<file path="src/rtl/memory_game_ctrl.sv">
// Memory game controller: shows DISPLAY_CYCLE random values, records them in an
// external register file, then checks the player's entries. Optional input timeout: GAME_INPUT_TIMEOUT_EN.
module memory_game_ctrl #(
   parameter int DISPLAY_CYCLE = 10,
   parameter int TIMEOUT_TICKS = 20
) (
   input  logic       clk_i,
   input  logic       reset_i,
   input  logic       game_tick_i,
   input  logic       start_key_i,
   input  logic       confirm_key_i,
   input  logic [9:0] rand_i,
   input  logic [9:0] sw_i,
   output logic       rf_we_o,
   output logic [3:0] rf_wn_o,
   output logic [9:0] rf_d_o,
   output logic [3:0] rf_rn_o,
   input  logic [9:0] rf_q_i,
   output logic [9:0] led_o,
   output logic [4:0] score_o,
   output logic [2:0] state_o
);

   typedef enum logic [2:0] {
      IDLE  = 3'd0,
      SHOW  = 3'd1,
      INPUT = 3'd2,
      CHECK = 3'd3,
      WIN   = 3'd4,
      LOSE  = 3'd5
   } state_e;

   localparam logic [4:0] DC    = 5'(DISPLAY_CYCLE);
   localparam logic [4:0] DC_M1 = 5'(DISPLAY_CYCLE - 1);

   if (DISPLAY_CYCLE < 1 || DISPLAY_CYCLE > 16 || TIMEOUT_TICKS < 1 || TIMEOUT_TICKS > 255)
   begin : g_bad_param
      $error("memory_game_ctrl: DISPLAY_CYCLE or TIMEOUT_TICKS out of range");
   end

   state_e     state_q, state_d;
   logic [4:0] idx_q, idx_d;
   logic [4:0] score_q, score_d;
   logic [9:0] led_q, led_d;
   logic       rf_we_q, rf_we_d;
   logic [3:0] rf_wn_q, rf_wn_d;
   logic [9:0] rf_d_q, rf_d_d;
   logic       start_prev_q, confirm_prev_q;
   logic       start_edge, confirm_edge;

`ifdef GAME_INPUT_TIMEOUT_EN
   localparam logic [7:0] TMO = 8'(TIMEOUT_TICKS);
   logic [7:0] tmo_q, tmo_d;
`endif

   // Edges are taken from the live key against last cycle's sample.
   assign start_edge   = start_key_i & ~start_prev_q;
   assign confirm_edge = confirm_key_i & ~confirm_prev_q;

   always_ff @(posedge clk_i) begin
      if (reset_i) begin
         state_q        <= IDLE;
         idx_q          <= '0;
         score_q        <= '0;
         led_q          <= '0;
         rf_we_q        <= 1'b0;
         rf_wn_q        <= '0;
         rf_d_q         <= '0;
         start_prev_q   <= 1'b0;
         confirm_prev_q <= 1'b0;
`ifdef GAME_INPUT_TIMEOUT_EN
         tmo_q          <= '0;
`endif
      end else begin
         state_q        <= state_d;
         idx_q          <= idx_d;
         score_q        <= score_d;
         led_q          <= led_d;
         rf_we_q        <= rf_we_d;
         rf_wn_q        <= rf_wn_d;
         rf_d_q         <= rf_d_d;
         start_prev_q   <= start_key_i;
         confirm_prev_q <= confirm_key_i;
`ifdef GAME_INPUT_TIMEOUT_EN
         tmo_q          <= tmo_d;
`endif
      end
   end

   always_comb begin
      state_d = state_q;
      idx_d   = idx_q;
      score_d = score_q;
      led_d   = led_q;
      rf_we_d = 1'b0;
      rf_wn_d = rf_wn_q;
      rf_d_d  = rf_d_q;
`ifdef GAME_INPUT_TIMEOUT_EN
      tmo_d   = tmo_q;
`endif
      case (state_q)
         IDLE, WIN, LOSE: begin
            if (start_edge) begin
               state_d = SHOW;
               idx_d   = '0;
               score_d = '0;
               led_d   = '0;
            end
         end
         SHOW: begin
            if (game_tick_i) begin
               if (idx_q < DC) begin
                  led_d   = rand_i;
                  rf_we_d = 1'b1;
                  rf_wn_d = idx_q[3:0];
                  rf_d_d  = rand_i;
                  idx_d   = idx_q + 5'd1;
               end else begin
                  led_d   = '0;
                  idx_d   = '0;
                  state_d = INPUT;
`ifdef GAME_INPUT_TIMEOUT_EN
                  tmo_d   = '0;
`endif
               end
            end
         end
         INPUT: begin
            // A confirm wins over a simultaneous tick.
            if (confirm_edge) begin
               state_d = CHECK;
            end
`ifdef GAME_INPUT_TIMEOUT_EN
            else if (game_tick_i) begin
               tmo_d = tmo_q + 8'd1;
               if (tmo_d == TMO) state_d = LOSE;
            end
`endif
         end
         CHECK: begin
            if (sw_i == rf_q_i) begin
               score_d = (score_q < DC) ? score_q + 5'd1 : score_q;
               if (idx_q == DC_M1) begin
                  state_d = WIN;
               end else begin
                  idx_d   = idx_q + 5'd1;
                  state_d = INPUT;
`ifdef GAME_INPUT_TIMEOUT_EN
                  tmo_d   = '0;
`endif
               end
            end else begin
               state_d = LOSE;
            end
         end
         default: state_d = IDLE;
      endcase
   end

   always_comb begin
      case (state_q)
         INPUT:   led_o = sw_i;
         WIN:     led_o = 10'h3FF;
         LOSE:    led_o = 10'h155;
         default: led_o = led_q;
      endcase
   end

   assign rf_we_o = rf_we_q;
   assign rf_wn_o = rf_wn_q;
   assign rf_d_o  = rf_d_q;
   // During INPUT and CHECK the read port points at the value being guessed.
   assign rf_rn_o = idx_q[3:0];
   assign score_o = score_q;
   assign state_o = state_q;

endmodule
</file>
<file path="config.mk">
export PLATFORM = sky130hd
export DESIGN_NAME = memory_game_ctrl
export DESIGN_NICKNAME = d
export VERILOG_FILES = /design/src/rtl/memory_game_ctrl.sv
export SDC_FILE = /design/constraint.sdc
export NUM_CORES = 1
export LEC_CHECK = 0
export CAP_MARGIN = 15
export CORE_UTILIZATION = 40
export DETAILED_ROUTE_END_ITERATION = 8
export HOLD_SLACK_MARGIN = 0.03
export PLACE_DENSITY = 0.76
export SLEW_MARGIN = 20
export SYNTH_ARGS = -nofsm -noshare
export SYNTH_HDL_FRONTEND = slang
export SYNTH_SLANG_ARGS = --single-unit
</file>
<file path="constraint.sdc">
create_clock -name clk_i -period 1.9 [get_ports clk_i]
set_input_delay 0.475 -clock clk_i [delete_from_list [all_inputs] [get_ports clk_i]]
set_output_delay 0.475 -clock clk_i [all_outputs]
set_load 0.01 [all_outputs]
</file>
==> results.ini, run 1 <==
[cts]
cts_tree=yes
cts-buffers-inserted=5
cts_buffer_depth=2
clkSlewWorstSetupHoldPaths_ns=0.08
maximum_level_of_the_cts_h_tree=2
insertion_delay_ns=0.29
numClockSinks=40
buffer_type_at_the_clock_tree_root=sky130_fd_sc_hd__clkbuf_8

[routing]
wl_per_cell_microns=13.2
dr.first_iter.drc_count=91
via_per_inst=5.10
detail_route.first_pass.iterations=4
drc_errors=0
routed_wl_microns=5590
dr_total_vias=2159
drtAntennaViolNets=0

[cells_and_area]
insertedDiodeCount=0
synthToLayoutAreaGrowth_pct=57.3
postLayoutCoreUtil_pct=65.9
final_nets=393
final_cells=423
mostFrequentLayoutCells=sky130_fd_sc_hd__nand2_1 (47), sky130_fd_sc_hd__clkdlybuf4s50_1 (40), sky130_fd_sc_hd__a21oi_1 (39), sky130_fd_sc_hd__dfxtp_1 (37), sky130_fd_sc_hd__buf_4 (28)
layout_commonest_cell=sky130_fd_sc_hd__nand2_1
drive_gt1_share_pct=24.2

[sta]
rsz0062_at_grt=true
max_freq_mhz=541
final.setup_skew_ns=0.00581
tightestPinTransition_ns=0.461
setup_total_negative_slack_ns=0
timing.final.crit_share_pct=97.3
final.min_clock_period_ns=1.85
slew_violations=0
timing.slew.headroom_pct=69.2
hold_viol_final=0
setup-violations-final=0

[placed_design]
numPortBuffers=71
place.detailed.instances=413
place.gp.congestion=0.794
hpwlAfterDp_microns=4100

[global_routing]
grt_max_degree=27
grt_first_pass_wirelength_microns=9000
gr-total-overflow=0
vias_in_the_first_global_route=2054
antenna_found_initial=0
grt_usage_pct=22.1

[die]
die_h_microns=72.6
initial_core_util_pct=41.9
die_w_microns=72.6
core_region_area_sq_um=4750
die_area_sq_um=5270
io_pins=72
placement_rows=25

[setup_path]
cp_cell_sequence=buf_4, clkdlybuf4s50_1
path_max_fanout=7
r2r_cells=9
critPathMaxStageDelay_ns=0.54
timing.setup.critical_path_class=reg2out
crit_slowest_cell=sky130_fd_sc_hd__clkdlybuf4s50_1
rrSetupSlack_ns=0.10
timing.critical_path.to_type=primary output
r2r_end=idx_q[0]
worst_ep_arrival_time_ns=1.37
rr_startpoint=state_o[2]
timing.critical_path.from_type=flop
cp_data_required_time_ns=1.42

[logic_synthesis]
synthesis.area_per_instance_sq_um=7.67
synth-seq-area-share_pct=40.2
synth.top_cell.area_share_pct=40.2
postSynthNetCount=298
synth_warnings=0
post_synth_inst_count=260
synth.ff_latch_count=40
synth.top_cells.by_area=sky130_fd_sc_hd__dfxtp_1 (40%), sky130_fd_sc_hd__a21oi_1 (11%), sky130_fd_sc_hd__nand2_1 (9.2%)
post-synth-top-area-cell=sky130_fd_sc_hd__dfxtp_1
synth.lib_cells_used.distinct=37
post_synth_instance_area_sq_um=1990

[min_path]
hold_start=rf_d_o[6]
hold_end=rf_d_o[6]
depth_of_the_worst_hold_timing_path=2
min_path_type=reg2reg

[pwr]
power.static_leakage_uw=0.00120
worst_ir_drop_vdd_mv=0.522
power_per_cell_area_nw_per_um2=917

[job]
max_cap_violations=0

[run_status]
run_status=complete, no violations

report_power, final:
| group | switching [uW] | internal [uW] | leakage, uW | total [uW] |
|---|---|---|---|---|
| sequential | 83.0 | 917 | 0.000326 | 1000 |
| combinational | 579 | 595 | 0.000819 | 1170 |
| clock | 306 | 395 | 0.0000548 | 702 |
| total | 968 | 1910 | 0.00120 | 2870 |
state kept, by name, summed over array words and instances, names as in the netlist:
signal / count
start_prev_q: 1
confirm_prev_q: 1
rf_we_o: 1
led_q: 10
rf_d_o: 10
state_o: 3
idx_q: 5
rf_wn_o: 4
score_o: 5
synthesized netlist by cell type:
library cell	number
sky130_fd_sc_hd__and3b_1	1
sky130_fd_sc_hd__nand4_1	2
sky130_fd_sc_hd__dfxtp_1	40
sky130_fd_sc_hd__nand2_1	49
sky130_fd_sc_hd__nor2b_1	2
sky130_fd_sc_hd__clkbuf_1	10
sky130_fd_sc_hd__a21boi_0	1
sky130_fd_sc_hd__nor4_1	1
sky130_fd_sc_hd__a31o_2	1
sky130_fd_sc_hd__clkinv_1	1
sky130_fd_sc_hd__nand4bb_1	1
sky130_fd_sc_hd__nor2_1	24
sky130_fd_sc_hd__o32ai_1	2
sky130_fd_sc_hd__or3_1	4
sky130_fd_sc_hd__nand2b_1	4
sky130_fd_sc_hd__mux2i_1	2
sky130_fd_sc_hd__buf_4	5
sky130_fd_sc_hd__xor2_1	4
sky130_fd_sc_hd__nor4_4	1
sky130_fd_sc_hd__buf_2	1
sky130_fd_sc_hd__a31oi_4	1
sky130_fd_sc_hd__or2_2	2
sky130_fd_sc_hd__nand3_1	7
sky130_fd_sc_hd__xnor2_1	8
sky130_fd_sc_hd__a211o_1	1
sky130_fd_sc_hd__o221ai_1	1
sky130_fd_sc_hd__o21ba_2	1
sky130_fd_sc_hd__and2_0	1
sky130_fd_sc_hd__inv_1	10
sky130_fd_sc_hd__o22ai_1	14
sky130_fd_sc_hd__or4_1	1
sky130_fd_sc_hd__ha_1	3
sky130_fd_sc_hd__a21oi_1	42
sky130_fd_sc_hd__and3_1	2
sky130_fd_sc_hd__a2bb2oi_1	1
sky130_fd_sc_hd__o21ai_0	8
sky130_fd_sc_hd__a221oi_1	1
through the flow:
stage,hold slack (ns),power (uW),setup WS (ns),cell area [sq um]
after floorplan,0.449,1560,-0.00557,2000
after CTS,0.465,2820,0.00836,3070
after global routing,0.483,3050,-0.0252,3140
after global placement,0.447,2100,-0.515,2940
after detailed placement,0.453,2120,-0.579,2940
final,0.461,2870,0.0504,3140
final cells by class:
type                    instances  area [sq um]
repair buffers                104           913
flip-flops and latches         40           810
clock buffers                   5          68.8
fillers                       410          1620
clock inverters                 3          46.3
multi-input cells             193          1170
inverters                      11          46.3
well taps                      67          83.8
worst max path at each step:
stage                 from         end  slack [ns]  depth (start not counted)
2_1_floorplan    rf_q_i[8]    idx_q[4]      -0.006                          6
3_5_place_dp       sw_i[4]    idx_q[4]       -0.58                          7
5_1_grt         state_o[0]    led_o[3]       -0.03                          6
4_1_cts        start_key_i    idx_q[0]       0.008                          9
3_3_place_gp       sw_i[7]    idx_q[4]       -0.52                          7
6_report        state_o[0]  state_o[0]        0.05                          2
critical path: cells and delay by family (launching register included):
kind	cells	cell delay [ns]
flip-flops	1	0.38
buffers and inverters	2	0.70
routing by layer:
layer  up-vias  global-route usage, %  wire length (microns)
met5         -                      0                      0
met4         0                   8.93                     91
met3         9                   5.11                    283
met2        67                   36.8                   2770
met1       995                   27.5                   2440
li1       1088                      -                      -
cell families after synthesis:
logic type,after synthesis,synth area share (%)
DFF,40,40.2
AOI/OAI and AO/OA,74,22.0
buffers and inverters,27,6.09
xor gates and xnor gates,12,5.27
and+or+nand+nor,102,23.6
muxes,2,1.00
adders and majority gates,3,1.88
what timing repair did:
item / 4_1_cts / 5_1_grt
gates cloned: 0 / 0
gates resized for setup: 85 / 34
setup endpoints to repair: 22 / 15
pin swaps: 16 / 13
hold buffers: 0 / 0
setup buffers: 1 / 1
No activity file was read; power rests on OpenSTA's default activity.
==> run 2: changes to the inputs <==
CTS_CLUSTER_SIZE = 28   (was unset)
==> results of run 2 <==
No change in the layout: final DEF, timing and power equal those of run 1.
==> run 3: changes to the inputs <==
HOLD_SLACK_MARGIN = 0.06   (was 0.03)
==> results of run 3 <==
No change in the layout: final DEF, timing and power equal those of run 1.
